[config.mk]
export PLATFORM = sky130hd
export DESIGN_NAME = lfo_sched
export DESIGN_NICKNAME = d
export VERILOG_FILES = /design/src/rtl/lfo_pkg.sv /design/src/rtl/lfo_sine_rom.sv /design/src/rtl/lfo_sched.sv
export SDC_FILE = /design/constraint.sdc
export NUM_CORES = 1
export LEC_CHECK = 0
export ABC_AREA = 1
export CORE_ASPECT_RATIO = 0.8
export CORE_MARGIN = 1.5
export CORE_UTILIZATION = 40
export DETAILED_ROUTE_END_ITERATION = 6
export PLACE_DENSITY = 0.66
export SLEW_MARGIN = 20
export SYNTH_ARGS = -nofsm -noshare
export SYNTH_HDL_FRONTEND = slang
export SYNTH_SLANG_ARGS = --single-unit
[constraint.sdc]
create_clock -name clk -period 3.4 [get_ports clk]
set_input_delay 0.68 -clock clk [delete_from_list [all_inputs] [get_ports clk]]
set_output_delay 0.68 -clock clk [all_outputs]
set_load 0.02 [all_outputs]
[src/rtl/lfo_pkg.sv]
// lfo_pkg: shared types and constants for the lfo_sched engine.
//   - lfo_state_e   : sweep FSM states
//   - Def*          : default sample/phase/ROM widths
//   - quarter_off() : quarter-period index offset, 2^(lut_bits-2)
//   - rom_entry()   : signed sine table entry, round(sin(2*pi*i/2^lut_bits) * (2^(width-1)-1))
package lfo_pkg;

   typedef enum logic [1:0] {StIdle, StLookup, StOutput} lfo_state_e;

   localparam int unsigned DefWidth      = 8;
   localparam int unsigned DefPhaseWidth = 16;
   localparam int unsigned DefLutBits    = 8;

   function automatic int unsigned quarter_off(input int unsigned lut_bits);
      return 1 << (lut_bits - 2);
   endfunction

   // Taylor series; only ever called on [0, pi/2] so 10 terms are far beyond rounding precision.
   function automatic real sin_first_quadrant(input real x);
      real term;
      real acc;
      term = x;
      acc  = x;
      for (int k = 1; k <= 10; k++) begin
         term = -term * x * x / real'((2 * k) * (2 * k + 1));
         acc  = acc + term;
      end
      return acc;
   endfunction

   // Built from a first-quadrant value plus mirroring, so the table is exactly odd-symmetric and
   // the quarter-wave ROM variant reproduces it bit for bit.
   function automatic int rom_entry(input int unsigned idx, input int unsigned lut_bits,
                                    input int unsigned width);
      int unsigned qn;
      int unsigned quad;
      int unsigned r;
      int unsigned a;
      real         amp;
      real         v;
      int          mag;
      qn   = quarter_off(lut_bits);
      quad = (idx / qn) % 4;
      r    = idx % qn;
      a    = quad[0] ? (qn - r) : r;
      amp  = real'((1 << (width - 1)) - 1);
      v    = sin_first_quadrant(real'(a) * 3.14159265358979323846 / real'(2 * qn)) * amp;
      mag  = $rtoi(v + 0.5);
      return quad[1] ? -mag : mag;
   endfunction

endpackage

[src/rtl/lfo_sine_rom.sv]
// lfo_sine_rom: registered dual-read sine/cosine lookup, one cycle latency.
//   clk, rst : clock, synchronous active-high reset (outputs cleared to 0)
//   en_i     : load a new sin/cos pair; outputs hold while low
//   idx_i    : table index; cosine reads idx_i + quarter period
//   sin_o    : registered signed sine
//   cos_o    : registered signed cosine
// Build option LFO_QUARTER_WAVE_EN: store only 2^(LUT_BITS-2)+1 entries and rebuild the other
// quadrants by mirroring and negation (requires LUT_BITS >= 3). Default: full table.
module lfo_sine_rom
   import lfo_pkg::*;
#(
   parameter int unsigned WIDTH    = DefWidth,
   parameter int unsigned LUT_BITS = DefLutBits
) (
   input  logic                       clk,
   input  logic                       rst,
   input  logic                       en_i,
   input  logic [LUT_BITS-1:0]        idx_i,
   output logic signed [WIDTH-1:0]    sin_o,
   output logic signed [WIDTH-1:0]    cos_o
);

   localparam int unsigned N  = 1 << LUT_BITS;
   localparam int unsigned QN = quarter_off(LUT_BITS);

   logic [LUT_BITS-1:0]     cos_idx;
   logic signed [WIDTH-1:0] sin_d, cos_d;
   logic signed [WIDTH-1:0] sin_q, cos_q;

   // Modulo-2^LUT_BITS wrap comes for free from the index width.
   assign cos_idx = idx_i + LUT_BITS'(QN);

`ifdef LFO_QUARTER_WAVE_EN
   localparam int unsigned QA = LUT_BITS - 1;

   logic signed [WIDTH-1:0] qtbl [QN+1];

   for (genvar i = 0; i <= QN; i++) begin : g_qtbl
      assign qtbl[i] = WIDTH'(rom_entry(i, LUT_BITS, WIDTH));
   end

   // Odd quadrants read the quarter table backwards; the upper half is the negated lower half.
   function automatic logic signed [WIDTH-1:0] qw_read(input logic [LUT_BITS-1:0] i);
      logic [QA-1:0]           addr;
      logic signed [WIDTH-1:0] mag;
      addr = i[LUT_BITS-2] ? (QA'(QN) - QA'(i[LUT_BITS-3:0])) : QA'(i[LUT_BITS-3:0]);
      mag  = qtbl[addr];
      return i[LUT_BITS-1] ? -mag : mag;
   endfunction

   always_comb begin
      sin_d = qw_read(idx_i);
      cos_d = qw_read(cos_idx);
   end
`else
   logic signed [WIDTH-1:0] tbl [N];

   for (genvar i = 0; i < N; i++) begin : g_tbl
      assign tbl[i] = WIDTH'(rom_entry(i, LUT_BITS, WIDTH));
   end

   always_comb begin
      sin_d = tbl[idx_i];
      cos_d = tbl[cos_idx];
   end
`endif

   always_ff @(posedge clk) begin
      if (rst) begin
         sin_q <= '0;
         cos_q <= '0;
      end else if (en_i) begin
         sin_q <= sin_d;
         cos_q <= cos_d;
      end
   end

   assign sin_o = sin_q;
   assign cos_o = cos_q;

endmodule

[src/rtl/lfo_sched.sv]
// lfo_sched: time-multiplexed multi-channel sine/cosine LFO sharing one ROM and one phase adder.
//   clk, rst          : clock, synchronous active-high reset
//   cfg_we/ch/inc/en  : per-channel config write (increment, enable), accepted every cycle
//   cfg_phase_clr     : with cfg_we, zero the addressed channel's phase
//   tick              : start one sweep over enabled channels in ascending order
//   out_valid/ready   : sample stream handshake; out_ch/out_sin/out_cos held until accepted
//   busy              : sweep in progress
//   overrun           : sticky, a tick arrived while busy (cleared only by rst)
// Build option LFO_QUARTER_WAVE_EN selects the quarter-wave ROM inside lfo_sine_rom.
module lfo_sched
   import lfo_pkg::*;
#(
   parameter  int unsigned NUM_CH      = 4,
   parameter  int unsigned WIDTH       = DefWidth,
   parameter  int unsigned PHASE_WIDTH = DefPhaseWidth,
   parameter  int unsigned LUT_BITS    = DefLutBits,
   localparam int unsigned CHW         = (NUM_CH > 1) ? $clog2(NUM_CH) : 1
) (
   input  logic                    clk,
   input  logic                    rst,
   input  logic                    cfg_we,
   input  logic [CHW-1:0]          cfg_ch,
   input  logic [PHASE_WIDTH-1:0]  cfg_inc,
   input  logic                    cfg_en,
   input  logic                    cfg_phase_clr,
   input  logic                    tick,
   output logic                    out_valid,
   input  logic                    out_ready,
   output logic [CHW-1:0]          out_ch,
   output logic signed [WIDTH-1:0] out_sin,
   output logic signed [WIDTH-1:0] out_cos,
   output logic                    busy,
   output logic                    overrun
);

   logic [PHASE_WIDTH-1:0] phase_q [NUM_CH];
   logic [PHASE_WIDTH-1:0] inc_q   [NUM_CH];
   logic [NUM_CH-1:0]      en_q;

   lfo_state_e     state_q;
   logic [CHW-1:0] cur_ch_q;
   logic [CHW-1:0] out_ch_q;
   logic           out_valid_q;
   logic           busy_q;
   logic           overrun_q;

   logic [CHW-1:0]         first_ch, next_ch;
   logic                   first_found, next_found;
   logic [PHASE_WIDTH-1:0] phase_sum;
   logic [LUT_BITS-1:0]    lut_idx;
   logic                   lookup;
   logic                   cfg_hit;

   assign lookup    = (state_q == StLookup);
   assign phase_sum = phase_q[cur_ch_q] + inc_q[cur_ch_q];
   assign lut_idx   = phase_q[cur_ch_q][PHASE_WIDTH-1 -: LUT_BITS];
   assign cfg_hit   = cfg_we && (32'(cfg_ch) < NUM_CH);

   // Lowest enabled channel overall, and lowest enabled channel above the current one.
   always_comb begin
      first_found = 1'b0;
      first_ch    = '0;
      next_found  = 1'b0;
      next_ch     = '0;
      for (int i = int'(NUM_CH) - 1; i >= 0; i--) begin
         if (en_q[i]) begin
            first_found = 1'b1;
            first_ch    = CHW'(i);
            if (i > int'(cur_ch_q)) begin
               next_found = 1'b1;
               next_ch    = CHW'(i);
            end
         end
      end
   end

   always_ff @(posedge clk) begin
      if (rst) begin
         for (int i = 0; i < int'(NUM_CH); i++) begin
            phase_q[i] <= '0;
            inc_q[i]   <= '0;
         end
         en_q <= '0;
      end else begin
         // Sweep write first, so a coincident config clear on the same channel overrides it.
         if (lookup) phase_q[cur_ch_q] <= phase_sum;
         if (cfg_hit) begin
            inc_q[cfg_ch] <= cfg_inc;
            en_q[cfg_ch]  <= cfg_en;
            if (cfg_phase_clr) phase_q[cfg_ch] <= '0;
         end
      end
   end

   always_ff @(posedge clk) begin
      if (rst) begin
         state_q     <= StIdle;
         cur_ch_q    <= '0;
         out_ch_q    <= '0;
         out_valid_q <= 1'b0;
         busy_q      <= 1'b0;
         overrun_q   <= 1'b0;
      end else begin
         if (tick && busy_q) overrun_q <= 1'b1;
         unique case (state_q)
            StIdle: begin
               if (tick && first_found) begin
                  state_q  <= StLookup;
                  cur_ch_q <= first_ch;
                  busy_q   <= 1'b1;
               end
            end
            StLookup: begin
               state_q     <= StOutput;
               out_valid_q <= 1'b1;
               out_ch_q    <= cur_ch_q;
            end
            StOutput: begin
               if (out_ready) begin
                  out_valid_q <= 1'b0;
                  if (next_found) begin
                     state_q  <= StLookup;
                     cur_ch_q <= next_ch;
                  end else begin
                     state_q <= StIdle;
                     busy_q  <= 1'b0;
                  end
               end
            end
            default: state_q <= StIdle;
         endcase
      end
   end

   lfo_sine_rom #(
      .WIDTH    (WIDTH),
      .LUT_BITS (LUT_BITS)
   ) u_rom (
      .clk   (clk),
      .rst   (rst),
      .en_i  (lookup),
      .idx_i (lut_idx),
      .sin_o (out_sin),
      .cos_o (out_cos)
   );

   assign out_valid = out_valid_q;
   assign out_ch    = out_ch_q;
   assign busy      = busy_q;
   assign overrun   = overrun_q;

endmodule
==> impl_metrics.json, run 1 <==
{
  "power_mw": 5.98,
  "critPathBufInv": 1,
  "grt_util_all_layers_pct": 23.8,
  "period_minus_slack_ns": 3.05,
  "die_h_um": 140,
  "cts_tree": "done",
  "ant_nets": 0,
  "vias": 9209,
  "cts_resized": 0,
  "fillerInstances": 2317,
  "synth_area_um2": 9430,
  "root_buffer": "clkbuf_16",
  "gp_congestion": 1.01,
  "drive_gt1_share_pct": 8.28,
  "power.leakage_nw": 4.61,
  "final_common_cell": "nand2_1",
  "pwr_density_cell_nw_per_um2": 553,
  "status": "complete, no violations",
  "dieArea_um2": 24500,
  "drc": 0,
  "cts_made_buffers": 17,
  "slowest_stage": "buf_4",
  "cts.sinks": 159,
  "rsz0062_at_grt": "no",
  "dp_hpwl_um": 19300,
  "clk_pin_slew_ns": 0.07,
  "timing.final.hold_violations": 0,
  "swShare_pct": 37.5,
  "grt_max_degree": 67,
  "initial_core_util_pct": 40.5,
  "cpMostUsedCell": "nand3_1",
  "critPathMaxStageDelay_ns": 0.40,
  "synth-main-ff-cell": "dfxtp_1",
  "ctsHoldBuffers": 0,
  "maxCapViolations": 0,
  "syn_area_per_cell_um2": 7.05,
  "cts_buffer_depth": 2,
  "fin_tns_setup_ns": 0,
  "hold_path_depth": 2,
  "reg2reg_slack_ns": 0.35,
  "setup_violations": 0,
  "syn_nets": 1385,
  "grt_pass1_vias": 8473,
  "required_ns": 3.76,
  "syn_inst": 1337,
  "post_cts.repair.setup_buffers": 0,
  "pwr-share-seq_pct": 35.9,
  "grt_pass1_wl_um": 45700,
  "cp.arrival_ns": 3.42,
  "rows": 50,
  "tightest_slew_ns": 0.848,
  "intPower_mw": 3.74,
  "clock_latency_ns": 0.43,
  "area_growth_pct": 14.7,
  "routedWlPerCell_um": 16.8,
  "ys_ff_latch": 159,
  "p_switching_mw": 2.24,
  "critical_path_depth": 13,
  "startpoint_type": "flip-flop",
  "slew_headroom_pct": 43.3,
  "die_w_um": 175,
  "ir_drop_mv": 0.395,
  "synth.distinct_cells": 47,
  "grt_overflow_total": 0,
  "diodes": 0,
  "p_clk_share_pct": 32.5,
  "routed_via_density": 5.41,
  "end_kind": "flip-flop",
  "critPathTopFamily": "compound AO/OA/AOI/OAI gates",
  "fmax_mhz": 327,
  "wirelength_um": 28500,
  "io_buffers": 45,
  "min_to": "u_rom.cos_o[0]",
  "pwr-share-comb_pct": 31.6,
  "reg2reg_to": "phase_q[1][10]",
  "nets": 1424,
  "antenna_found_initial": 0,
  "mostFrequentLayoutCells": "423 x nand2_1, 146 x nor2_1, 144 x nand3_1",
  "boundaryPins": 46,
  "reg2reg_depth": 13,
  "yosys_warnings": 0,
  "drtIter0Drc": 1046,
  "hold_start": "u_rom.cos_o[0]",
  "synth-edff-count": 64,
  "fin_crit_sh_pct": 89.8,
  "final_core_util_pct": 46.5,
  "yosysSeqAreaShare_pct": 40.5,
  "cp_max_fo": 35,
  "async_reset_ff_share_pct": 0,
  "critPathKind": "reg2reg",
  "path_cells": "buf_4, o21ai_0, o22ai_1, ha_1, nand3_1, nand3_1, a21boi_1, o21ai_0, nand2_1, nand2_1, xor2_1, nand3_1, a21oi_1",
  "drv_slew": 0,
  "coreArea_um2": 23300,
  "skew_ns": 0.0110,
  "htreeDepth": 4,
  "first_pass_iters": 6,
  "hold_path.class": "reg2reg"
}
==> worst max path at each step <==
stage | from | end | slack, ns
after global routing | flip-flop | phase_q[0][11] | 0.05
after global placement | flip-flop | phase_q[0][10] | 0.46
after floorplan | flip-flop | phase_q[1][10] | 0.41
after detailed placement | flip-flop | phase_q[2][10] | 0.41
final | flip-flop | phase_q[1][10] | 0.35
after CTS | flip-flop | phase_q[2][10] | 0.38
==> state kept, by name (all words and copies together) (netlist names), 2 cells and up, named ones only <==
name,count
out_ch,2
u_rom.sin_o,8
cur_ch_q,2
phase_q,64
state_q,2
en_q,4
inc_q,64
u_rom.cos_o,8
==> synthesized netlist by cell type (2+ instances only) <==
master,number,area [µm²]
nand2_1,423,1590
nor2_1,147,552
edfxtp_1,64,1920
a211oi_1,3,22.5
nor3_4,2,32.5
o2111ai_1,2,17.5
nor2_2,2,12.5
o21ai_0,77,385
buf_4,5,37.5
nand3_1,144,721
nand2_2,15,93.8
clkbuf_1,27,101
a31oi_1,2,12.5
buf_2,17,85.1
dfxtp_1,95,1900
a21oi_1,92,460
nor2_4,3,33.8
or2_2,3,18.8
xor2_1,7,61.3
buf_6,10,113
nand4_1,12,75.1
xnor2_1,3,26.3
clkinv_1,3,11.3
a21o_1,2,15.0
ha_1,22,275
inv_1,74,278
nand3b_1,3,22.5
o21ai_1,19,95.1
a32oi_4,2,55.1
nand2_4,4,45.0
nand3_2,3,30.0
inv_2,8,30.0
nor3_1,3,15.0
o22ai_1,26,163
==> metal layers <==
| metal | GRT usage (%) | up-vias | part of all wire (%) |
|---|---|---|---|
| li1 | - | 4532 | - |
| met1 | 33.8 | 4175 | 45 |
| met2 | 35.3 | 458 | 43 |
| met3 | 5.75 | 44 | 10 |
| met4 | 7.56 | 0 | 2.0 |
| met5 | 0 | - | 0 |
==> power by group through the flow <==
stage	logic, mW	registers (mW)	clock network, mW
after global placement	1.83	2.19	0
after floorplan	1.32	2.19	0
after CTS	1.84	2.14	1.97
final	1.89	2.15	1.94
after global routing	2.08	2.16	2.05
after detailed placement	1.83	2.19	0
==> final cells by class <==
| type | instances | area [µm²] | area share (%) |
|---|---|---|---|
| clock buffers | 17 | 425 | 3.93 |
| repair buffers | 81 | 746 | 6.89 |
| clock inverters | 15 | 171 | 1.58 |
| inverters | 86 | 325 | 3.01 |
| multi-input cells | 1031 | 4930 | 45.6 |
| well taps | 312 | 390 | 3.61 |
| flip-flops and latches | 159 | 3820 | 35.4 |
==> cell families after synthesis <==
family                   count (synthesis)  share of synthesized area, %
AO/OA/AOI/OAI                          233                          13.7
adder cells (fa/ha/maj)                 23                          3.13
buffers and inverters                  147                          7.22
flip-flops                             159                          40.5
XOR/XNOR                                10                         0.929
AND/OR/NAND/NOR                        765                          34.5
==> stage by stage <==
| step | hold slack (ns) | instances | setup slack, ns | cell area, µm² |
|---|---|---|---|---|
| after floorplan | 0.437 | 1337 | 0.410 | 9430 |
| after global placement | 0.439 | 1669 | 0.460 | 10200 |
| after detailed placement | 0.442 | 1669 | 0.410 | 10200 |
| after CTS | 0.457 | 1701 | 0.382 | 10800 |
| after global routing | 0.471 | 1701 | 0.0522 | 10800 |
| final | 0.453 | 1701 | 0.345 | 10800 |
==> worst min-delay path: stages (launching register included) <==
cell	delay [ns]
dfxtp_1	0.31
nand2_1	0.06
nand2_1	0.05
No activity file was read; power rests on OpenSTA's default activity.
==> inputs of run 2 (changes only) <==
--- a/config.mk
+++ b/config.mk
@@ -6,12 +6,12 @@
 export NUM_CORES = 1
 export LEC_CHECK = 0
 export ABC_AREA = 1
+export CELL_PAD_IN_SITES_DETAIL_PLACEMENT = 1
+export CELL_PAD_IN_SITES_GLOBAL_PLACEMENT = 1
 export CORE_ASPECT_RATIO = 0.8
-export CORE_MARGIN = 1.5
 export CORE_UTILIZATION = 40
 export DETAILED_ROUTE_END_ITERATION = 6
-export PLACE_DENSITY = 0.66
-export SLEW_MARGIN = 20
+export PLACE_DENSITY = 0.82
 export SYNTH_ARGS = -nofsm -noshare
 export SYNTH_HDL_FRONTEND = slang
 export SYNTH_SLANG_ARGS = --single-unit
==> run 2 against run 1 <==
Effect of this change: first-iteration DRC count shrank 20%; clock skew grew 0.0065 ns; power grew 0.35%; critical endpoint is now phase_q[0][10]; sequential power is essentially flat; critical path type unchanged; largest power group unchanged; clock power shrank 3%; final area shrank 0.38%; maximum frequency shrank 1.4%; die area shrank 1.3%; core utilization grew 0.77 points; cell count shrank 0.18%.
==> impl_metrics.json, run 2 (synthesis results as in run 1) <==
{
  "final_common_cell": "nand2_1",
  "diodes": 0,
  "fmax_mhz": 323,
  "ir_drop_mv": 0.283,
  "timing.final.hold_violations": 0,
  "vias": 9582,
  "cts_buffer_depth": 2,
  "io_buffers": 45,
  "rsz0062_at_grt": "no",
  "ant_nets": 0,
  "period_minus_slack_ns": 3.10,
  "grt_pass1_wl_um": 53200,
  "cts_tree": "done",
  "ctsHoldBuffers": 0,
  "routed_via_density": 5.64,
  "multi_input_area_um2": 4930,
  "hold_path.class": "reg2reg",
  "dp_hpwl_um": 23300,
  "swShare_pct": 38.1,
  "pwr-share-seq_pct": 35.8,
  "power_mw": 6.00,
  "pwr_density_cell_nw_per_um2": 557,
  "dieArea_um2": 24200,
  "area_growth_pct": 14.2,
  "holdWs_ns": 0.455,
  "power.leakage_nw": 4.59,
  "gp_congestion": 0.980,
  "root_buffer": "clkbuf_16",
  "cts.sinks": 159,
  "initial_core_util_pct": 41.4,
  "slew_headroom_pct": 56.0,
  "grt_max_degree": 37,
  "nets": 1427,
  "routedWlPerCell_um": 19.3,
  "clk_pin_slew_ns": 0.07,
  "tightest_slew_ns": 0.658,
  "wirelength_um": 32800,
  "grt_util_all_layers_pct": 27.8,
  "first_pass_iters": 5,
  "fin_tns_setup_ns": 0,
  "fillerInstances": 2913,
  "instances_no_fill": 1698,
  "coreArea_um2": 22800,
  "p_switching_mw": 2.29,
  "startpoint_type": "flip-flop",
  "boundaryPins": 46,
  "intPower_mw": 3.72,
  "regArea_um2": 3820,
  "grt_pass1_vias": 9806,
  "setup_violations": 0,
  "cts_resized": 0,
  "htreeDepth": 4,
  "clock_latency_ns": 0.44,
  "post_cts.repair.setup_buffers": 0,
  "drive_gt1_share_pct": 8.26,
  "p_clk_share_pct": 31.5,
  "cp_max_fo": 35,
  "largestRegisters": "inc_q (64), phase_q (64)",
  "status": "complete, no violations",
  "cp.arrival_ns": 3.46,
  "die_h_um": 139,
  "critPathKind": "reg2reg",
  "cts_made_buffers": 17,
  "grt_overflow_total": 0,
  "dp.cells": 1666,
  "drtIter0Drc": 842,
  "maxCapViolations": 0,
  "mostFrequentLayoutCells": "423 x nand2_1, 147 x nor2_1, 144 x nand3_1",
  "die_w_um": 174,
  "end_kind": "flip-flop",
  "drv_slew": 0,
  "required_ns": 3.76,
  "skew_ns": 0.0175,
  "antenna_found_initial": 0,
  "drc": 0,
  "pwr-share-comb_pct": 32.7,
  "rows": 49,
  "fin_crit_sh_pct": 91.1
}
==> run 2: cell count changes in the layout (fill, tap and decap cells not counted) <==
cell        before  now
buf_4           34   38
clkinv_8         3    0
clkbuf_1         0    2
clkinv_4         0    2
inv_8            3    1
buf_12           2    1
clkinv_1         5    4
clkinvlp_2       0    1
clkinvlp_4       1    2
nor2_1         146  147
nor2_2           3    2
o21ai_1         18   19
o21ai_2          1    0
==> run 2: per-stage QoR <==
stage          cell area (µm²)  setup slack [ns]  util, %
2_1_floorplan             9430             0.410        -
3_3_place_gp             10200             0.490     44.8
3_5_place_dp             10200             0.403     44.8
4_1_cts                  10800             0.333     47.2
5_1_grt                  10800          0.000699     47.2
6_report                 10800             0.302     47.2
==> run 2: path summary, 6_finish.rpt <==
path	to	slack [ns]	cells past startpoint	startpoint
setup / recovery	phase_q[0][10]	0.30	14	flip-flop
hold / removal	u_rom.cos_o[3]	0.46	2	u_rom.cos_o[3]
setup reg to reg	phase_q[0][10]	0.30	14	flip-flop
hold reg to reg	u_rom.cos_o[3]	0.46	2	u_rom.cos_o[3]
==> run 2: area by class of cell <==
class | instances | share of cell area, %
clock inverter | 13 | 1.17
timing repair buffer | 84 | 7.01
multi-input combinational | 1031 | 45.7
sequential | 159 | 35.5
inverter | 86 | 3.02
tap | 306 | 3.55
clock buffer | 19 | 4.02
==> run 2: layer usage <==
metal | GRT usage [%] | vias to the layer above | wire length (µm)
li1 | - | 4537 | -
met1 | 39.0 | 4697 | 15200
met2 | 43.9 | 304 | 14700
met3 | 5.00 | 44 | 2330
met4 | 7.71 | 0 | 539
met5 | 0 | - | 0
==> run 2: worst max-delay path, cell delays in order, from the launching register on <==
cell	delay [ns]
dfxtp_1	0.34
buf_4	0.40
o21ai_0	0.20
o22ai_1	0.20
ha_1	0.21
fa_1	0.21
nand3_1	0.09
nand3_1	0.18
a21boi_1	0.14
o21ai_0	0.29
nand2_1	0.09
nand2_1	0.09
xor2_1	0.31
nand3_1	0.13
a21oi_1	0.14
==> run 2: power groups by stage <==
stage          sequential, mW  clock, mW  combinational [mW]
4_1_cts                  2.15       1.91                1.93
3_5_place_dp             2.19          0                1.91
2_1_floorplan            2.19          0                1.32
6_report                 2.15       1.89                1.96
3_3_place_gp             2.19          0                1.86
5_1_grt                  2.16       1.98                2.16
==> inputs of run 3 (changes only) <==
--- a/config.mk
+++ b/config.mk
@@ -11,7 +11,8 @@
 export CORE_ASPECT_RATIO = 0.8
 export CORE_UTILIZATION = 40
 export DETAILED_ROUTE_END_ITERATION = 6
-export PLACE_DENSITY = 0.82
+export PLACE_DENSITY = 0.83
 export SYNTH_ARGS = -nofsm -noshare
 export SYNTH_HDL_FRONTEND = slang
+export SYNTH_HIERARCHICAL = 1
 export SYNTH_SLANG_ARGS = --single-unit
==> run 3 against run 2 <==
Effect of this change: maximum frequency up 0.68%; first-iteration DRC count down 1.5%; critical path type unchanged; critical endpoint is now phase_q[1][7]; synthesized cell count up 4.5%.
==> impl_metrics.json, run 3 <==
{
  "fin_crit_sh_pct": 90.5,
  "period_minus_slack_ns": 3.08,
  "post_cts.repair.setup_buffers": 0,
  "drive_gt1_share_pct": 7.21,
  "synth.most_common_cell": "nand2_1",
  "fin_tns_setup_ns": 0,
  "critPathMaxStageDelay_ns": 0.52,
  "end_kind": "flip-flop",
  "cts_resized": 0,
  "htreeDepth": 4,
  "rows": 50,
  "synth_area_leaders": "edfxtp_1 20%, dfxtp_1 20%, nand2_1 16%, nor2_1 6.7%, o21ai_0 5.8%",
  "largestRegisters": "inc_q (64), phase_q (64)",
  "area_growth_pct": 14.4,
  "ys_ff_latch": 159,
  "wirelength_um": 35300,
  "gp_congestion": 0.984,
  "antenna_found_initial": 0,
  "met1_usage_pct": 42.0,
  "required_ns": 3.77,
  "use_met3_pct": 5.18,
  "grt_pass1_vias": 10135,
  "dieArea_um2": 24600,
  "synth-edff-count": 64,
  "boundaryPins": 46,
  "fmax_mhz": 325,
  "tightest_slew_ns": 0.855,
  "rsz0062_at_grt": "no",
  "grt_overflow_total": 0,
  "path_cells": "inv_1, buf_4, o21ai_0, o22ai_1, ha_1, nand2_1, inv_1, a21oi_1, nand2_1, a21oi_1, nand2_1, a21oi_1",
  "ant_nets": 0,
  "synth_top_cell_area_share_pct": 20.0,
  "yosys_warnings": 6,
  "maxCapViolations": 0,
  "synth_top_cells_by_count": "415 x nand2_1, 172 x nor2_1, 112 x o21ai_0",
  "routedWlPerCell_um": 20.1,
  "status": "complete, no violations",
  "ctsHoldBuffers": 0,
  "dp_hpwl_um": 25000,
  "syn_nets": 1448,
  "drtIter0Drc": 829,
  "routed_via_density": 5.76,
  "setup_violations": 0,
  "yosysTopAreaCell": "edfxtp_1",
  "skew_ns": 0.0227,
  "critPathKind": "reg2reg",
  "nets": 1480,
  "vias": 10095,
  "die_w_um": 175,
  "power.leakage_nw": 4.76,
  "initial_core_util_pct": 40.9,
  "io_buffers": 45,
  "fillerInstances": 3041,
  "cts_made_buffers": 17,
  "yosysSeqAreaShare_pct": 39.9,
  "timing.final.hold_violations": 0,
  "diodes": 0,
  "grt_pass1_wl_um": 56000,
  "grt_max_degree": 37,
  "syn_inst": 1397,
  "coreArea_um2": 23500,
  "grt.busiest_layer": "met2",
  "async_reset_ff_share_pct": 0,
  "grt_util_all_layers_pct": 29.3,
  "ir_drop_mv": 0.285,
  "slowest_stage": "a21oi_1",
  "cp_max_fo": 17,
  "syn_area_per_cell_um2": 6.87,
  "clk_pin_slew_ns": 0.08,
  "synth.distinct_cells": 40,
  "startpoint_type": "flip-flop",
  "cts_buffer_depth": 2,
  "gr-usage-met2_pct": 45.0,
  "cts_tree": "done",
  "cts.sinks": 159,
  "synth-main-ff-cell": "dfxtp_1",
  "drc": 0,
  "final_common_cell": "nand2_1",
  "power_mw": 5.93,
  "pwr_density_cell_nw_per_um2": 541,
  "clock_latency_ns": 0.46,
  "cp.arrival_ns": 3.45,
  "slew_headroom_pct": 42.8,
  "mostFrequentLayoutCells": "415 x nand2_1, 172 x nor2_1, 112 x o21ai_0",
  "drv_slew": 0,
  "synth_area_um2": 9590,
  "die_h_um": 141,
  "first_pass_iters": 5,
  "root_buffer": "clkbuf_16",
  "hold_path.class": "reg2reg"
}
-- run 3: cell types whose count changed after synthesis, sizes merged, moves of 11 or more --
cell,delta
o22ai,+11
o21ai,+29
nand2,-20
inv,+37
nor2,+30
nand3,-39
a21oi,+11
nand4,+13
-- run 3: logic make-up (layout without fill, tap and decap cells) --
logic type / after synthesis / in the layout / synth area share, %
AOI/OAI and AO/OA: 277 / 277 / 15.3
xor gates and xnor gates: 3 / 3 / 0.274
DFF: 159 / 159 / 39.9
buffers and inverters: 186 / 231 / 8.71
adders and majority gates: 26 / 26 / 3.47
and+or+nand+nor: 746 / 746 / 32.4
-- run 3: critical path, delay by kind of cell, from the launching register on --
family | cells | cell delay (ns)
DFF | 1 | 0.41
AOI/OAI and AO/OA | 5 | 1.22
buffers and inverters | 3 | 0.65
adders and majority gates | 1 | 0.36
and+or+nand+nor | 3 | 0.36
-- run 3: cell type report --
class	instances	area (µm²)	area share, %
multi-input combinational	1052	4950	45.1
sequential	159	3820	34.9
timing repair buffer	78	711	6.48
inverter	121	462	4.21
clock buffer	17	425	3.88
tap	312	390	3.56
clock inverter	15	208	1.89
-- run 3: path summary, 6_finish.rpt --
kind / start / endpoint / slack [ns] / depth (start not counted)
worst max-delay path: flip-flop / phase_q[1][7] / 0.32 / 12
worst max register to register: flip-flop / phase_q[1][7] / 0.32 / 12
worst min-delay path: phase_q[2][3] / phase_q[2][3] / 0.46 / 2
worst min register to register: phase_q[2][3] / phase_q[2][3] / 0.46 / 2
-- run 3: per-stage QoR --
stage	cell area (µm²)	hold WS, ns	worst slack (ns)	std cells	utilization [%]
2_1_floorplan	9590	0.436	0.423	1397	-
3_3_place_gp	10300	0.445	0.366	1722	44.1
3_5_place_dp	10300	0.455	0.291	1722	44.1
4_1_cts	11000	0.464	0.402	1754	46.8
5_1_grt	11000	0.479	0.121	1754	46.8
6_report	11000	0.465	0.323	1754	46.8
-- run 3: layer usage --
layer  up-vias  share of wire, %
met5         -                 0
met4         0               1.7
met3        52               8.0
met2       428                44
met1      4936                46
li1       4679                 -
-- run 3: where the power goes --
group | total [mW] | leakage [nW] | switching (mW) | internal (mW)
sequential | 2.13 | 1.39 | 0.0486 | 2.08
clock | 2.06 | 0.306 | 0.992 | 1.07
combinational | 1.74 | 3.06 | 1.24 | 0.502
total | 5.93 | 4.76 | 2.28 | 3.65
